--- src/rtl/asm_serial_accumulator_if.sv ---
// rtl/asm_serial_accumulator_if.sv - operand/result handshake bundle for the ASM serial accumulator
//   master: front end / consumer side (drives operands and out_ready)
//   slave : accumulator side (drives in_ready, out_valid, R, busy)
//   in_valid/in_ready      operand bundle handshake
//   B                      raw multiplier, used for nibble-zero detection
//   I1/I3/I5/I7_wire       alphabet bank 1A, 3A, 5A, 7A
//   SEL_in/SL_in           packed per-nibble alphabet select and left-shift codes
//   out_valid/out_ready    product handshake
//   R                      product
//   busy                   accumulator not idle
interface asm_serial_accumulator_if #(
    parameter int WIDTH             = 32,
    parameter int NIBBLES           = WIDTH / 4,
    parameter int LOG2_NIBBLE_WIDTH = 2
);
    logic                                   in_valid;
    logic                                   in_ready;
    logic [WIDTH-1:0]                       B;
    logic [WIDTH+2:0]                       I1_wire;
    logic [WIDTH+2:0]                       I3_wire;
    logic [WIDTH+2:0]                       I5_wire;
    logic [WIDTH+2:0]                       I7_wire;
    logic [LOG2_NIBBLE_WIDTH*NIBBLES-1:0]   SEL_in;
    logic [LOG2_NIBBLE_WIDTH*NIBBLES-1:0]   SL_in;
    logic                                   out_valid;
    logic                                   out_ready;
    logic [2*WIDTH-1:0]                     R;
    logic                                   busy;

    modport master (
        output in_valid, B, I1_wire, I3_wire, I5_wire, I7_wire, SEL_in, SL_in, out_ready,
        input  in_ready, out_valid, R, busy
    );

    modport slave (
        input  in_valid, B, I1_wire, I3_wire, I5_wire, I7_wire, SEL_in, SL_in, out_ready,
        output in_ready, out_valid, R, busy
    );
endinterface

--- src/rtl/asm_serial_accumulator.sv ---
// rtl/asm_serial_accumulator.sv - ASM back end: nibble-serial select/shift/add product reconstruction
//   clk    rising-edge clock
//   rst_n  asynchronous active-low reset
//   bus    asm_serial_accumulator_if.slave (operand in, product out, busy)
// Optional feature macro: ASM_ZERO_SKIP_EN - stop RUN at the highest nonzero B nibble.
module asm_serial_accumulator #(
    parameter int WIDTH             = 32,
    parameter int NIBBLES           = WIDTH / 4,
    parameter int LOG2_NIBBLE_WIDTH = 2
) (
    input  logic                      clk,
    input  logic                      rst_n,
    asm_serial_accumulator_if.slave   bus
);
    localparam int IDX_W  = (NIBBLES > 1) ? $clog2(NIBBLES) : 1;
    localparam int CODE_W = LOG2_NIBBLE_WIDTH * NIBBLES;

    typedef enum logic [1:0] {IDLE, RUN, DONE} state_t;

    state_t                  state_q;
    logic [IDX_W-1:0]        idx_q;
    logic [2*WIDTH-1:0]      acc_q;
    logic [WIDTH-1:0]        b_q;
    logic [WIDTH+2:0]        i1_q, i3_q, i5_q, i7_q;
    logic [CODE_W-1:0]       sel_q, sl_q;
    logic [2*WIDTH-1:0]      r_q;
    logic                    in_ready_q, out_valid_q, busy_q;

    logic [3:0]                   nib_d;
    logic [LOG2_NIBBLE_WIDTH-1:0] sel_d, sl_d;
    logic [WIDTH+2:0]             op_d;
    logic [2*WIDTH-1:0]           term_d, acc_d;
    logic                         last_d;

`ifdef ASM_ZERO_SKIP_EN
    logic [NIBBLES-1:0]      nzmask_q;
    logic [NIBBLES-1:0]      nzmask_d;
    logic [IDX_W-1:0]        hi_idx_d;

    // hi_idx defaults to 0 so B == 0 finishes after a single (zero) term.
    always_comb begin
        nzmask_d = '0;
        hi_idx_d = '0;
        for (int i = 0; i < NIBBLES; i++) begin
            nzmask_d[i] = |bus.B[4*i +: 4];
            if (nzmask_q[i]) hi_idx_d = IDX_W'(i);
        end
    end
`endif

    always_comb begin
        nib_d = b_q[int'(idx_q)*4 +: 4];
        sel_d = sel_q[int'(idx_q)*LOG2_NIBBLE_WIDTH +: LOG2_NIBBLE_WIDTH];
        sl_d  = sl_q[int'(idx_q)*LOG2_NIBBLE_WIDTH +: LOG2_NIBBLE_WIDTH];
        case (sel_d)
            2'd0:    op_d = i1_q;
            2'd1:    op_d = i3_q;
            2'd2:    op_d = i5_q;
            default: op_d = i7_q;
        endcase
        // Shifts are performed at full 2*WIDTH so overflow wraps mod 2^(2*WIDTH).
        term_d = '0;
        if (nib_d != 4'd0)
            term_d = ({{(WIDTH-3){1'b0}}, op_d} << sl_d) << (4 * int'(idx_q));
        acc_d = acc_q + term_d;
`ifdef ASM_ZERO_SKIP_EN
        last_d = (idx_q == hi_idx_d);
`else
        last_d = (idx_q == IDX_W'(NIBBLES - 1));
`endif
    end

    always_ff @(posedge clk or negedge rst_n) begin
        if (!rst_n) begin
            state_q     <= IDLE;
            idx_q       <= '0;
            acc_q       <= '0;
            b_q         <= '0;
            i1_q        <= '0;
            i3_q        <= '0;
            i5_q        <= '0;
            i7_q        <= '0;
            sel_q       <= '0;
            sl_q        <= '0;
            r_q         <= '0;
            in_ready_q  <= 1'b1;
            out_valid_q <= 1'b0;
            busy_q      <= 1'b0;
`ifdef ASM_ZERO_SKIP_EN
            nzmask_q    <= '0;
`endif
        end else begin
            case (state_q)
                IDLE: begin
                    if (bus.in_valid) begin
                        b_q        <= bus.B;
                        i1_q       <= bus.I1_wire;
                        i3_q       <= bus.I3_wire;
                        i5_q       <= bus.I5_wire;
                        i7_q       <= bus.I7_wire;
                        sel_q      <= bus.SEL_in;
                        sl_q       <= bus.SL_in;
                        acc_q      <= '0;
                        idx_q      <= '0;
`ifdef ASM_ZERO_SKIP_EN
                        nzmask_q   <= nzmask_d;
`endif
                        state_q    <= RUN;
                        in_ready_q <= 1'b0;
                        busy_q     <= 1'b1;
                    end
                end
                RUN: begin
                    acc_q <= acc_d;
                    idx_q <= idx_q + 1'b1;
                    if (last_d) begin
                        r_q         <= acc_d;
                        out_valid_q <= 1'b1;
                        state_q     <= DONE;
                    end
                end
                DONE: begin
                    if (bus.out_ready) begin
                        out_valid_q <= 1'b0;
                        in_ready_q  <= 1'b1;
                        busy_q      <= 1'b0;
                        state_q     <= IDLE;
                    end
                end
                default: state_q <= IDLE;
            endcase
        end
    end

    assign bus.in_ready  = in_ready_q;
    assign bus.out_valid = out_valid_q;
    assign bus.R         = r_q;
    assign bus.busy      = busy_q;
endmodule
--- src/flat_wrapper.sv ---
// flat-port wrapper written by rule: the top's interface ports become plain ports
module asm_serial_accumulator_flat 
#(
    parameter int WIDTH             = 32,
    parameter int NIBBLES           = WIDTH / 4,
    parameter int LOG2_NIBBLE_WIDTH = 2
)
  (clk, rst_n, bus_in_valid, bus_B, bus_I1_wire, bus_I3_wire, bus_I5_wire, bus_I7_wire, bus_SEL_in, bus_SL_in, bus_out_ready, bus_in_ready, bus_out_valid, bus_R, bus_busy);
  asm_serial_accumulator_if #(.WIDTH(WIDTH), .NIBBLES(NIBBLES), .LOG2_NIBBLE_WIDTH(LOG2_NIBBLE_WIDTH)) bus_i ();
  input  logic clk;
  input  logic rst_n;
  input wire logic [$bits(bus_i.in_valid)-1:0] bus_in_valid;
  input wire logic [$bits(bus_i.B)-1:0] bus_B;
  input wire logic [$bits(bus_i.I1_wire)-1:0] bus_I1_wire;
  input wire logic [$bits(bus_i.I3_wire)-1:0] bus_I3_wire;
  input wire logic [$bits(bus_i.I5_wire)-1:0] bus_I5_wire;
  input wire logic [$bits(bus_i.I7_wire)-1:0] bus_I7_wire;
  input wire logic [$bits(bus_i.SEL_in)-1:0] bus_SEL_in;
  input wire logic [$bits(bus_i.SL_in)-1:0] bus_SL_in;
  input wire logic [$bits(bus_i.out_ready)-1:0] bus_out_ready;
  output wire logic [$bits(bus_i.in_ready)-1:0] bus_in_ready;
  output wire logic [$bits(bus_i.out_valid)-1:0] bus_out_valid;
  output wire logic [$bits(bus_i.R)-1:0] bus_R;
  output wire logic [$bits(bus_i.busy)-1:0] bus_busy;
  assign bus_i.in_valid = bus_in_valid;
  assign bus_i.B = bus_B;
  assign bus_i.I1_wire = bus_I1_wire;
  assign bus_i.I3_wire = bus_I3_wire;
  assign bus_i.I5_wire = bus_I5_wire;
  assign bus_i.I7_wire = bus_I7_wire;
  assign bus_i.SEL_in = bus_SEL_in;
  assign bus_i.SL_in = bus_SL_in;
  assign bus_i.out_ready = bus_out_ready;
  assign bus_in_ready = bus_i.in_ready;
  assign bus_out_valid = bus_i.out_valid;
  assign bus_R = bus_i.R;
  assign bus_busy = bus_i.busy;
  asm_serial_accumulator #(.WIDTH(WIDTH), .NIBBLES(NIBBLES), .LOG2_NIBBLE_WIDTH(LOG2_NIBBLE_WIDTH)) u_core (.clk(clk), .rst_n(rst_n), .bus(bus_i));
endmodule
--- config.mk ---
export PLATFORM = sky130hd
export DESIGN_NAME = asm_serial_accumulator_flat
export DESIGN_NICKNAME = d
export VERILOG_FILES = /design/src/rtl/asm_serial_accumulator_if.sv /design/src/rtl/asm_serial_accumulator.sv /design/src/flat_wrapper.sv
export SDC_FILE = /design/constraint.sdc
export NUM_CORES = 1
export LEC_CHECK = 0
export ABC_AREA = 1
export CORE_ASPECT_RATIO = 1.5
export CORE_UTILIZATION = 60
export CTS_BUF_LIST = sky130_fd_sc_hd__clkbuf_2
export DETAILED_ROUTE_END_ITERATION = 16
export PLACE_DENSITY = 0.88
export SLEW_MARGIN = 10
export SYNTH_ARGS = -nofsm -noshare
export SYNTH_HDL_FRONTEND = slang
export SYNTH_SLANG_ARGS = --single-unit
--- constraint.sdc ---
create_clock -name clk -period 8.6 [get_ports clk]
set_clock_uncertainty 0.1 [all_clocks]
set_input_delay 0.86 -clock clk [delete_from_list [all_inputs] [get_ports clk]]
set_output_delay 0.86 -clock clk [all_outputs]
set_load 0.005 [all_outputs]
==> results of run 1 <==
-- cell families after synthesis --
group                      Yosys count  synth area share [%]
AOI/OAI and AO/OA                  421                 11.31
xor gates and xnor gates            32                 1.358
adders and majority gates           66                 4.037
buffers and inverters              287                 6.044
DFF                                340                 41.23
and+or+nand+nor                   1739                 36.02
-- layout make-up --
cell class | instances | area, um2
antenna | 2 | 5.005
clock buffer | 115 | 575.6
clock inverter | 24 | 117.6
fill | 2617 | 9520
inverter | 151 | 574.3
multi-input combinational | 2258 | 10900
sequential | 340 | 8511
tap | 420 | 525.5
timing repair buffer | 295 | 2920
-- worst max path at each step --
stage / startpoint / end / slack, ns / cells past startpoint
4_1_cts: u_core.idx_q[1]$_DFFE_PN0P_ / u_core.acc_q[38]$_DFFE_PN0P_ / 2.14 / 27
6_report: u_core.idx_q[1]$_DFFE_PN0P_ / u_core.acc_q[38]$_DFFE_PN0P_ / 1.97 / 27
3_5_place_dp: u_core.idx_q[1]$_DFFE_PN0P_ / u_core.acc_q[38]$_DFFE_PN0P_ / 2.28 / 27
3_3_place_gp: u_core.idx_q[1]$_DFFE_PN0P_ / u_core.acc_q[38]$_DFFE_PN0P_ / 2.35 / 27
2_1_floorplan: u_core.idx_q[0]$_DFFE_PN0P_ / u_core.acc_q[38]$_DFFE_PN0P_ / 4.47 / 29
5_1_grt: u_core.idx_q[1]$_DFFE_PN0P_ / u_core.bus.R[38]$_DFFE_PN0P_ / 1.50 / 27
-- per-stage QoR --
| stage | hold WS [ns] | setup WS (ns) |
|---|---|---|
| 6_report | 0.2329 | 1.973 |
| 5_1_grt | 0.1996 | 1.498 |
| 4_1_cts | 0.1508 | 2.136 |
| 3_5_place_dp | 0.3606 | 2.280 |
| 3_3_place_gp | 0.3506 | 2.348 |
| 2_1_floorplan | 0.3412 | 4.471 |
-- layout by cell type (no fill, tap or decap), types with 65 or more instances in the layout --
cell             Yosys  routed
inv_1              142     142
clkdlybuf4s50_1      0     273
nand3_1            401     401
clkbuf_2             1     115
dfrtp_1            339     338
a21oi_1            102     102
nor2_1             144     142
o21ai_0            184     184
nand2_1           1075    1073
ha_1                65      65
-- critical path, cell delays in order, from the launching register on --
cell and delay [ns]:
dfrtp_1 0.35, buf_4 0.50, inv_2 0.18, buf_4 0.33, nand3_1 0.16, nand2_1 0.11, nand2_2 0.10, nand2_4 0.26
nor2_8 0.49, nand2_1 0.10, nand3_1 0.16, nand3_1 0.13, nand3_1 0.17, nand3_1 0.14, nand3_1 0.19, nand2_1 0.09
nor2_1 0.26, ha_1 0.33, a21oi_1 0.20, a21boi_0 0.20, o21ai_1 0.23, a21oi_1 0.48, inv_2 0.17, a21oi_1 0.42
o21bai_1 0.13, or2_2 0.30, nand3_1 0.07, nand2_1 0.06
-- layer usage --
metal / wire length, um / global-route usage, % / vias to the layer above
li1: - / - / 10029
met1: 25020 / 44.75 / 10178
met2: 36180 / 72.80 / 1251
met3: 5224 / 6.660 / 343
met4: 5834 / 32.25 / 0
met5: 0 / 0 / -
-- registers in the layout, summed over array words and instances, names as in the netlist --
signal / count
u_core.idx_q: 3
u_core.i3_q: 35
u_core.bus.in_ready: 1
u_core.bus.busy: 1
u_core.b_q: 32
u_core.state_q: 2
u_core.bus.R: 64
u_core.sl_q: 16
u_core.i1_q: 35
u_core.sel_q: 16
u_core.i5_q: 35
u_core.acc_q: 64
u_core.i7_q: 35
u_core.bus.out_valid: 1
-- what timing repair did --
| item | 4_1_cts | 5_1_grt |
|---|---|---|
| buffers inserted | 0 | 0 |
| hold buffers | 1 | 0 |
| hold endpoints to repair | 98 | 0 |
==> flow_metrics.py, run 1 <==
metrics = {
    "floorplanning": {
        "initial_core_util_pct": 61.33,
        "core_um2": 33650,
        "boundaryPins": 275,
        "die_h_um": 229.2,
        "num_rows": 82,
        "dieArea_um2": 35160,
        "die_w_um": 153.4,
    },
    "cells_and_area": {
        "stdcell_area_um2": 24130,
        "syn2layout_area_growth_pct": 16.92,
        "final_core_util_pct": 71.71,
        "fin_nets": 3401,
        "drive_gt1_share_pct": 6.975,
        "layoutNonFillerInstCount": 3605,
    },
    "detailed_routing": {
        "postRouteAntennaNets": 0,
        "wl_mm": 72.26,
        "avgRoutedWirePerCell_um": 20.04,
        "firstDrtPassIters": 7,
        "avgViaCountPerCell": 6.047,
        "drc": 0,
        "num_vias": 21801,
        "drt_iter0_drc": 1994,
    },
    "cts": {
        "clock_tree.root_cell": "clkbuf_2",
        "clk_path_buf_depth": 3,
        "clk_latency_ns": 1.08,
        "cts.clk_slew.worst_paths_ns": 0.13,
        "cts_resized": 0,
        "htreeDepth": 3,
        "cts_buffers": 81,
        "cts_tree": "done",
        "cts.sinks": 340,
    },
    "synthesis": {
        "synth_top_cell_area_share_pct": 41.10,
        "ys_ff_latch": 340,
        "ys_warn_count": 0,
        "synth-edff-count": 0,
        "syn_avg_cell_area_um2": 7.154,
        "synth_cell_types": 50,
        "ys_top_cells_by_area": "dfrtp_1 41%, nand2_1 20%, nand3_1 9.7%",
        "synthMostInstantiatedCell": "nand2_1",
        "synthCells": 2885,
        "synthArstFlopShare_pct": 100.0,
        "seq_area_frac_synth_pct": 41.23,
        "yosys_most_used_dff": "dfrtp_1",
        "synth_common_cells": "1075 x nand2_1, 401 x nand3_1, 339 x dfrtp_1",
        "netlist_area_um2": 20640,
        "synth_top_cell_by_area": "dfrtp_1",
        "syn_nets": 3159,
    },
    "global_routing": {
        "antenna_found_initial": 2,
        "grt_pass1_wl_mm": 113.5,
        "overflow": 0,
        "grt_max_degree": 188,
        "grt_pass1_vias": 21989,
        "grtUsageTotal_pct": 41.58,
    },
    "critical_path": {
        "cp.arrival_ns": 7.40,
        "ff2ff_setup_slack_ns": 1.97,
        "reg2reg_depth": 27,
        "worstPathRequired_ns": 9.38,
        "cp_max_fo": 54,
        "r2r_start": "u_core.idx_q[1]$_DFFE_PN0P_",
        "rr_endpoint": "u_core.acc_q[38]$_DFFE_PN0P_",
        "critPathLaunchType": "flip-flop",
        "crit_type": "flip-flop to flip-flop",
        "cp-end-kind": "flip-flop",
    },
    "timing": {
        "final_max_slew_viol_count": 0,
        "hold_viol_final": 0,
        "slew_headroom_pct": 27.42,
        "max_freq_ghz": 0.1509,
        "rsz0062_at_grt": "no",
        "min_period_over_period_pct": 77.05,
        "setup_tns_ns": 0,
        "tightest_slew_ns": 1.088,
        "post-route-min-period_ns": 6.627,
        "setup_violations": 0,
    },
    "placed_design": {
        "place_area_um2": 23420,
        "place_congestion": 1.097,
        "post-dp-hpwl_mm": 54.34,
        "dp_cells": 3463,
        "portBuffers": 274,
    },
    "min_path": {
        "hold_start": "bus_I7_wire[28]",
        "whs_endpoint": "u_core.i7_q[28]$_DFFE_PN0P_",
        "whs_path_depth": 3,
        "hp-class": "primary input to flip-flop",
    },
    "outcome": {
        "status": "finished clean",
    },
    "run": {
        "maxCapViolations": 0,
    },
}
Power of run 1 is not shown: default switching activity piles up to over one toggle a cycle in this logic, so the estimate is an artifact.
==> run 2, diff against run 1 <==
--- a/config.mk
+++ b/config.mk
@@ -7,10 +7,10 @@
 export LEC_CHECK = 0
 export ABC_AREA = 1
 export CORE_ASPECT_RATIO = 1.5
-export CORE_UTILIZATION = 60
+export CORE_UTILIZATION = 52
 export CTS_BUF_LIST = sky130_fd_sc_hd__clkbuf_2
 export DETAILED_ROUTE_END_ITERATION = 16
-export PLACE_DENSITY = 0.88
+export PLACE_DENSITY = 0.81
 export SLEW_MARGIN = 10
 export SYNTH_ARGS = -nofsm -noshare
 export SYNTH_HDL_FRONTEND = slang
==> constraint.sdc (replaced) <==
create_clock -name clk -period 5.8 [get_ports clk]
set_clock_uncertainty 0.1 [all_clocks]
set_input_delay 0.58 -clock clk [delete_from_list [all_inputs] [get_ports clk]]
set_output_delay 0.58 -clock clk [all_outputs]
set_load 0.005 [all_outputs]
==> run 2 against run 1 <==
Effect of this change: wire length rose by 7.2%; global-route usage decreased by 3.0 points; flip-flop and latch count unchanged; register-to-register slack got worse by 1.7 ns; non-clock buffer count rose by 174; highest routed layer unchanged; hold slack worse by 0.18 ns; cell area is 8.1% higher; die area grew 15%; core utilization shrank 5.1 points.
==> flow_metrics.py, run 2 (same netlist as run 1, synthesis figures left out) <==
metrics = {
    "outcome": {
        "status": "finished clean",
    },
    "cts": {
        "clock_tree.root_cell": "clkbuf_2",
        "htreeDepth": 3,
        "cts_tree": "done",
        "clk_path_buf_depth": 3,
        "cts_buffers": 83,
        "cts.clk_slew.worst_paths_ns": 0.12,
        "cts.sinks": 340,
        "postCtsSetupBuffers": 0,
        "clk_latency_ns": 1.08,
    },
    "cells_and_area": {
        "seqCellArea_um2": 8511,
        "layout_common_cells": "1073 x nand2_1, 400 x nand3_1, 338 x dfrtp_1",
        "drive_gt1_share_pct": 7.192,
        "multiInputGateArea_um2": 10920,
        "final_common_cell": "nand2_1",
        "syn2layout_area_growth_pct": 26.43,
        "fillers": 3210,
        "fin_nets": 3577,
    },
    "floorplanning": {
        "num_rows": 89,
        "dieArea_um2": 40510,
        "boundaryPins": 275,
        "die_w_um": 164.7,
        "initial_core_util_pct": 52.66,
        "core_um2": 39200,
        "die_h_um": 246.0,
    },
    "placed_design": {
        "post-dp-hpwl_mm": 54.27,
        "portBuffers": 274,
        "place_congestion": 1.031,
    },
    "detailed_routing": {
        "firstDrtPassIters": 6,
        "avgRoutedWirePerCell_um": 20.01,
        "drc": 0,
        "postRouteAntennaNets": 0,
        "num_vias": 22378,
        "wl_mm": 77.46,
        "drt_iter0_drc": 1841,
        "avgViaCountPerCell": 5.781,
    },
    "global_routing": {
        "grt_pass1_wl_mm": 119.7,
        "grt_max_degree": 132,
        "grtUsageTotal_pct": 38.59,
        "overflow": 0,
        "grt_pass1_vias": 22562,
        "antenna_found_initial": 4,
    },
    "critical_path": {
        "worstPathRequired_ns": 6.58,
        "critical_path.max_stage_delay_ns": 0.49,
        "rr_endpoint": "u_core.acc_q[60]$_DFFE_PN0P_",
        "r2r_start": "u_core.idx_q[1]$_DFFE_PN0P_",
        "path_depth": 26,
        "cp_max_fo": 36,
        "cp_top_family": "simple AND/OR/NAND/NOR gates",
        "path_common_cell": "nand3_1",
        "crit_buf_inv": 3,
        "cp-end-kind": "flip-flop",
        "cp.arrival_ns": 6.30,
        "reg2reg_depth": 26,
        "critPathLaunchType": "flip-flop",
        "ff2ff_setup_slack_ns": 0.29,
        "crit_type": "flip-flop to flip-flop",
        "critPathSlowestCell": "dfrtp_1",
        "endpoint": "u_core.acc_q[60]$_DFFE_PN0P_",
        "crit_start": "u_core.idx_q[1]$_DFFE_PN0P_",
    },
    "min_path": {
        "hp-class": "primary input to flip-flop",
    },
    "timing": {
        "hold_viol_final": 0,
        "final_max_slew_viol_count": 0,
        "tightest_slew_ns": 1.227,
        "min_period_over_period_pct": 95.04,
        "fin_hold_ws_ns": 0.05527,
        "post-route-min-period_ns": 5.512,
        "setup_tns_ns": 0,
        "slew_headroom_pct": 17.99,
        "setup_violations": 0,
        "rsz0062_at_grt": "no",
        "max_freq_ghz": 0.1814,
    },
    "run": {
        "maxCapViolations": 0,
    },
}
[run 2: cell count changes in the layout (fill, tap and decap cells not counted), moves of 2 or more]
cell / previous run / this run
buf_12: 1 / 4
dlygate4sd3_1: 1 / 160
inv_8: 0 / 2
clkinv_4: 2 / 0
clkinv_1: 13 / 19
buf_4: 19 / 31
inv_6: 1 / 3
diode_2: 2 / 6
clkbuf_2: 115 / 117
clkinvlp_4: 3 / 1
bufinv_16: 0 / 2
[run 2: cell type report]
class	count	area share, %
Antenna cell	6	0.05754
Timing Repair Buffer	469	17.87
Inverter	151	2.201
Tap cell	500	2.397
Multi-Input combinational cell	2258	41.86
Clock inverter	30	0.7624
Clock buffer	117	2.244
Sequential cell	340	32.61
[run 2: tightest hold or removal path: stages]
cell and delay (ns):
clkdlybuf4s50_1 0.39, nand2_1 0.08, nand2_1 0.05
[run 2: worst min-delay path by stage]
stage                                               start                               to  cells past startpoint
after global placement    u_core.bus.in_ready$_DFFE_PN1P_  u_core.bus.in_ready$_DFFE_PN1P_                      2
after global routing                       bus_I5_wire[6]       u_core.i5_q[6]$_DFFE_PN0P_                      3
after CTS                                  bus_I1_wire[6]       u_core.i1_q[6]$_DFFE_PN0P_                      3
final                                      bus_I7_wire[7]       u_core.i7_q[7]$_DFFE_PN0P_                      3
after detailed placement  u_core.bus.in_ready$_DFFE_PN1P_  u_core.bus.in_ready$_DFFE_PN1P_                      2
after floorplan                                     rst_n      u_core.acc_q[0]$_DFFE_PN0P_                      0
[run 2: timing repair]
item / CTS / global route
endpoints found under the hold margin: 245 / 0
hold buffers: 160 / 0
setup endpoints to repair: 0 / 11
resized for setup: 0 / 4
[run 2: metrics by stage]
stage	instances	setup WS, ns	utilization, %	cell area, um2
floorplan	2885	1.671	-	20640
global placement	3558	0.3415	60.40	23670
detailed placement	3558	0.2923	60.40	23670
CTS	3865	0.2625	66.48	26060
global route	3869	0.008312	66.56	26090
finish	3871	0.2875	66.57	26100
[run 2: metal layers]
metal | GRT usage, % | part of all wire (%)
met4 | 24.85 | 6.9
met2 | 67.92 | 50
met3 | 6.599 | 6.2
met1 | 42.31 | 36
met5 | 0 | 0
Power of run 2 is left out for the same reason.
==> run 3, diff against run 2 <==
--- a/config.mk
+++ b/config.mk
@@ -7,10 +7,12 @@
 export LEC_CHECK = 0
 export ABC_AREA = 1
 export CORE_ASPECT_RATIO = 1.5
+export CORE_MARGIN = 2
 export CORE_UTILIZATION = 52
 export CTS_BUF_LIST = sky130_fd_sc_hd__clkbuf_2
 export DETAILED_ROUTE_END_ITERATION = 16
 export PLACE_DENSITY = 0.81
+export RECOVER_POWER = 50
 export SLEW_MARGIN = 10
 export SYNTH_ARGS = -nofsm -noshare
 export SYNTH_HDL_FRONTEND = slang
==> run 3 against run 2 <==
Effect of this change: sequential share of layout area up 0.70 points; non-clock buffer count shrank 45; flip-flop and latch count unchanged; critical path depth is 3 higher; critical endpoint is now u_core.bus.R[38]$_DFFE_PN0P_; hold slack worse by 0.031 ns; the run now ends with capacitance limit, slew limit left.
==> flow_metrics.py, run 3 (same netlist as run 1, synthesis figures left out) <==
metrics = {
    "detailed_routing": {
        "avgViaCountPerCell": 5.773,
        "firstDrtPassIters": 7,
        "drt_iter0_drc": 1588,
        "drc": 0,
        "wl_mm": 77.62,
        "num_vias": 22036,
        "avgRoutedWirePerCell_um": 20.34,
        "postRouteAntennaNets": 0,
    },
    "cells_and_area": {
        "layout_common_cells": "1074 x nand2_1, 400 x nand3_1, 337 x dfrtp_1",
        "final_common_cell": "nand2_1",
        "syn2layout_area_growth_pct": 23.78,
        "fin_nets": 3531,
        "drive_gt1_share_pct": 7.031,
    },
    "floorplanning": {
        "initial_core_util_pct": 52.66,
        "boundaryPins": 275,
        "num_rows": 89,
        "dieArea_um2": 41340,
        "die_h_um": 248.0,
        "die_w_um": 166.7,
        "core_um2": 39200,
    },
    "timing": {
        "slew_headroom_pct": -144.1,
        "hold_viol_final": 0,
        "setup_tns_ns": 0,
        "fin_hold_ws_ns": 0.02471,
        "final_max_slew_viol_count": 520,
        "rsz0062_at_grt": "no",
        "tightest_slew_ns": 3.661,
        "min_period_over_period_pct": 94.17,
        "setup_violations": 0,
        "post-route-min-period_ns": 5.462,
        "max_freq_ghz": 0.1831,
    },
    "placed_design": {
        "place_congestion": 1.074,
        "post-dp-hpwl_mm": 55.74,
        "portBuffers": 274,
    },
    "cts": {
        "cts_tree": "done",
        "clk_latency_ns": 1.06,
        "clock_tree.root_cell": "clkbuf_2",
        "htreeDepth": 3,
        "clk_path_buf_depth": 3,
        "cts.sinks": 340,
        "cts_buffers": 80,
        "cts.clk_slew.worst_paths_ns": 0.13,
    },
    "outcome": {
        "failed_checks": "capacitance limit, slew limit",
        "status": "finished with violations",
    },
    "critical_path": {
        "rr_endpoint": "u_core.bus.R[38]$_DFFE_PN0P_",
        "cp_max_fo": 36,
        "reg2reg_depth": 29,
        "critical_path.max_stage_delay_ns": 0.46,
        "crit_buf_inv": 6,
        "cp_top_family": "simple AND/OR/NAND/NOR gates",
        "r2r_start": "u_core.idx_q[0]$_DFFE_PN0P_",
        "crit_type": "flip-flop to flip-flop",
        "cp-end-kind": "flip-flop",
        "path_common_cell": "nand2_1",
        "cp.arrival_ns": 6.23,
        "path_depth": 29,
        "critPathLaunchType": "flip-flop",
        "worstPathRequired_ns": 6.57,
        "critPathSlowestCell": "dfrtp_2",
        "ff2ff_setup_slack_ns": 0.34,
    },
    "run": {
        "maxCapViolations": 5,
    },
    "global_routing": {
        "grt_max_degree": 145,
        "grt_pass1_wl_mm": 119.9,
        "antenna_found_initial": 2,
        "grtUsageTotal_pct": 37.11,
        "overflow": 0,
        "grt_pass1_vias": 22014,
    },
    "min_path": {
        "whs_endpoint": "u_core.b_q[27]$_DFFE_PN0P_",
        "hp-class": "primary input to flip-flop",
        "hold_start": "bus_B[27]",
        "whs_path_depth": 3,
    },
}
## run 3: worst max-delay path by stage
stage	from	endpoint
3_5_place_dp	u_core.idx_q[1]$_DFFE_PN0P_	u_core.bus.R[56]$_DFFE_PN0P_
5_1_grt	u_core.idx_q[0]$_DFFE_PN0P_	u_core.bus.R[38]$_DFFE_PN0P_
3_3_place_gp	u_core.idx_q[0]$_DFFE_PN0P_	u_core.bus.R[63]$_DFFE_PN0P_
2_1_floorplan	u_core.idx_q[0]$_DFFE_PN0P_	u_core.acc_q[38]$_DFFE_PN0P_
4_1_cts	u_core.idx_q[1]$_DFFE_PN0P_	u_core.bus.R[63]$_DFFE_PN0P_
6_report	u_core.idx_q[0]$_DFFE_PN0P_	u_core.bus.R[38]$_DFFE_PN0P_
## run 3: routing by layer
layer	routed length [um]	share of wire [%]	global-route usage, %	vias up
met5	11	0.014	0	-
met4	5206	6.7	22.08	2
met3	4740	6.1	6.092	302
met2	39800	51	67.33	1035
met1	27870	36	40.91	10404
li1	-	-	-	10293
## run 3: cell type report
class                   instances  area (um2)
inverters                     151       571.8
flip-flops and latches        340        8512
clock inverters                37       193.9
clock buffers                 102       510.5
fillers                      3219       13650
multi-input cells            2260       10950
well taps                     500       625.6
repair buffers                424        4178
diodes                          3       7.507
## run 3: timing repair
action                                  in CTS  in global routing
hold endpoints to repair                   205                  1
endpoints found under the setup margin       0                 22
setup buffers                                0                  2
hold buffers                               110                  1
gates resized for setup                      0                 10
## run 3: worst min-delay path, stage by stage
cell and delay [ns]:
clkdlybuf4s50_1 0.41, nand2_1 0.07, o21ai_0 0.07
## run 3: through the flow
stage,instances,setup slack (ns),area [um2],utilization (%)
floorplan,2885,1.671,20640,-
global route,3816,0.03065,25540,65.17
global placement,3560,0.2275,23690,60.43
CTS,3809,0.2014,25490,65.04
detailed placement,3560,0.2591,23690,60.43
finish,3817,0.3380,25550,65.17
Power of run 3 is left out for the same reason.
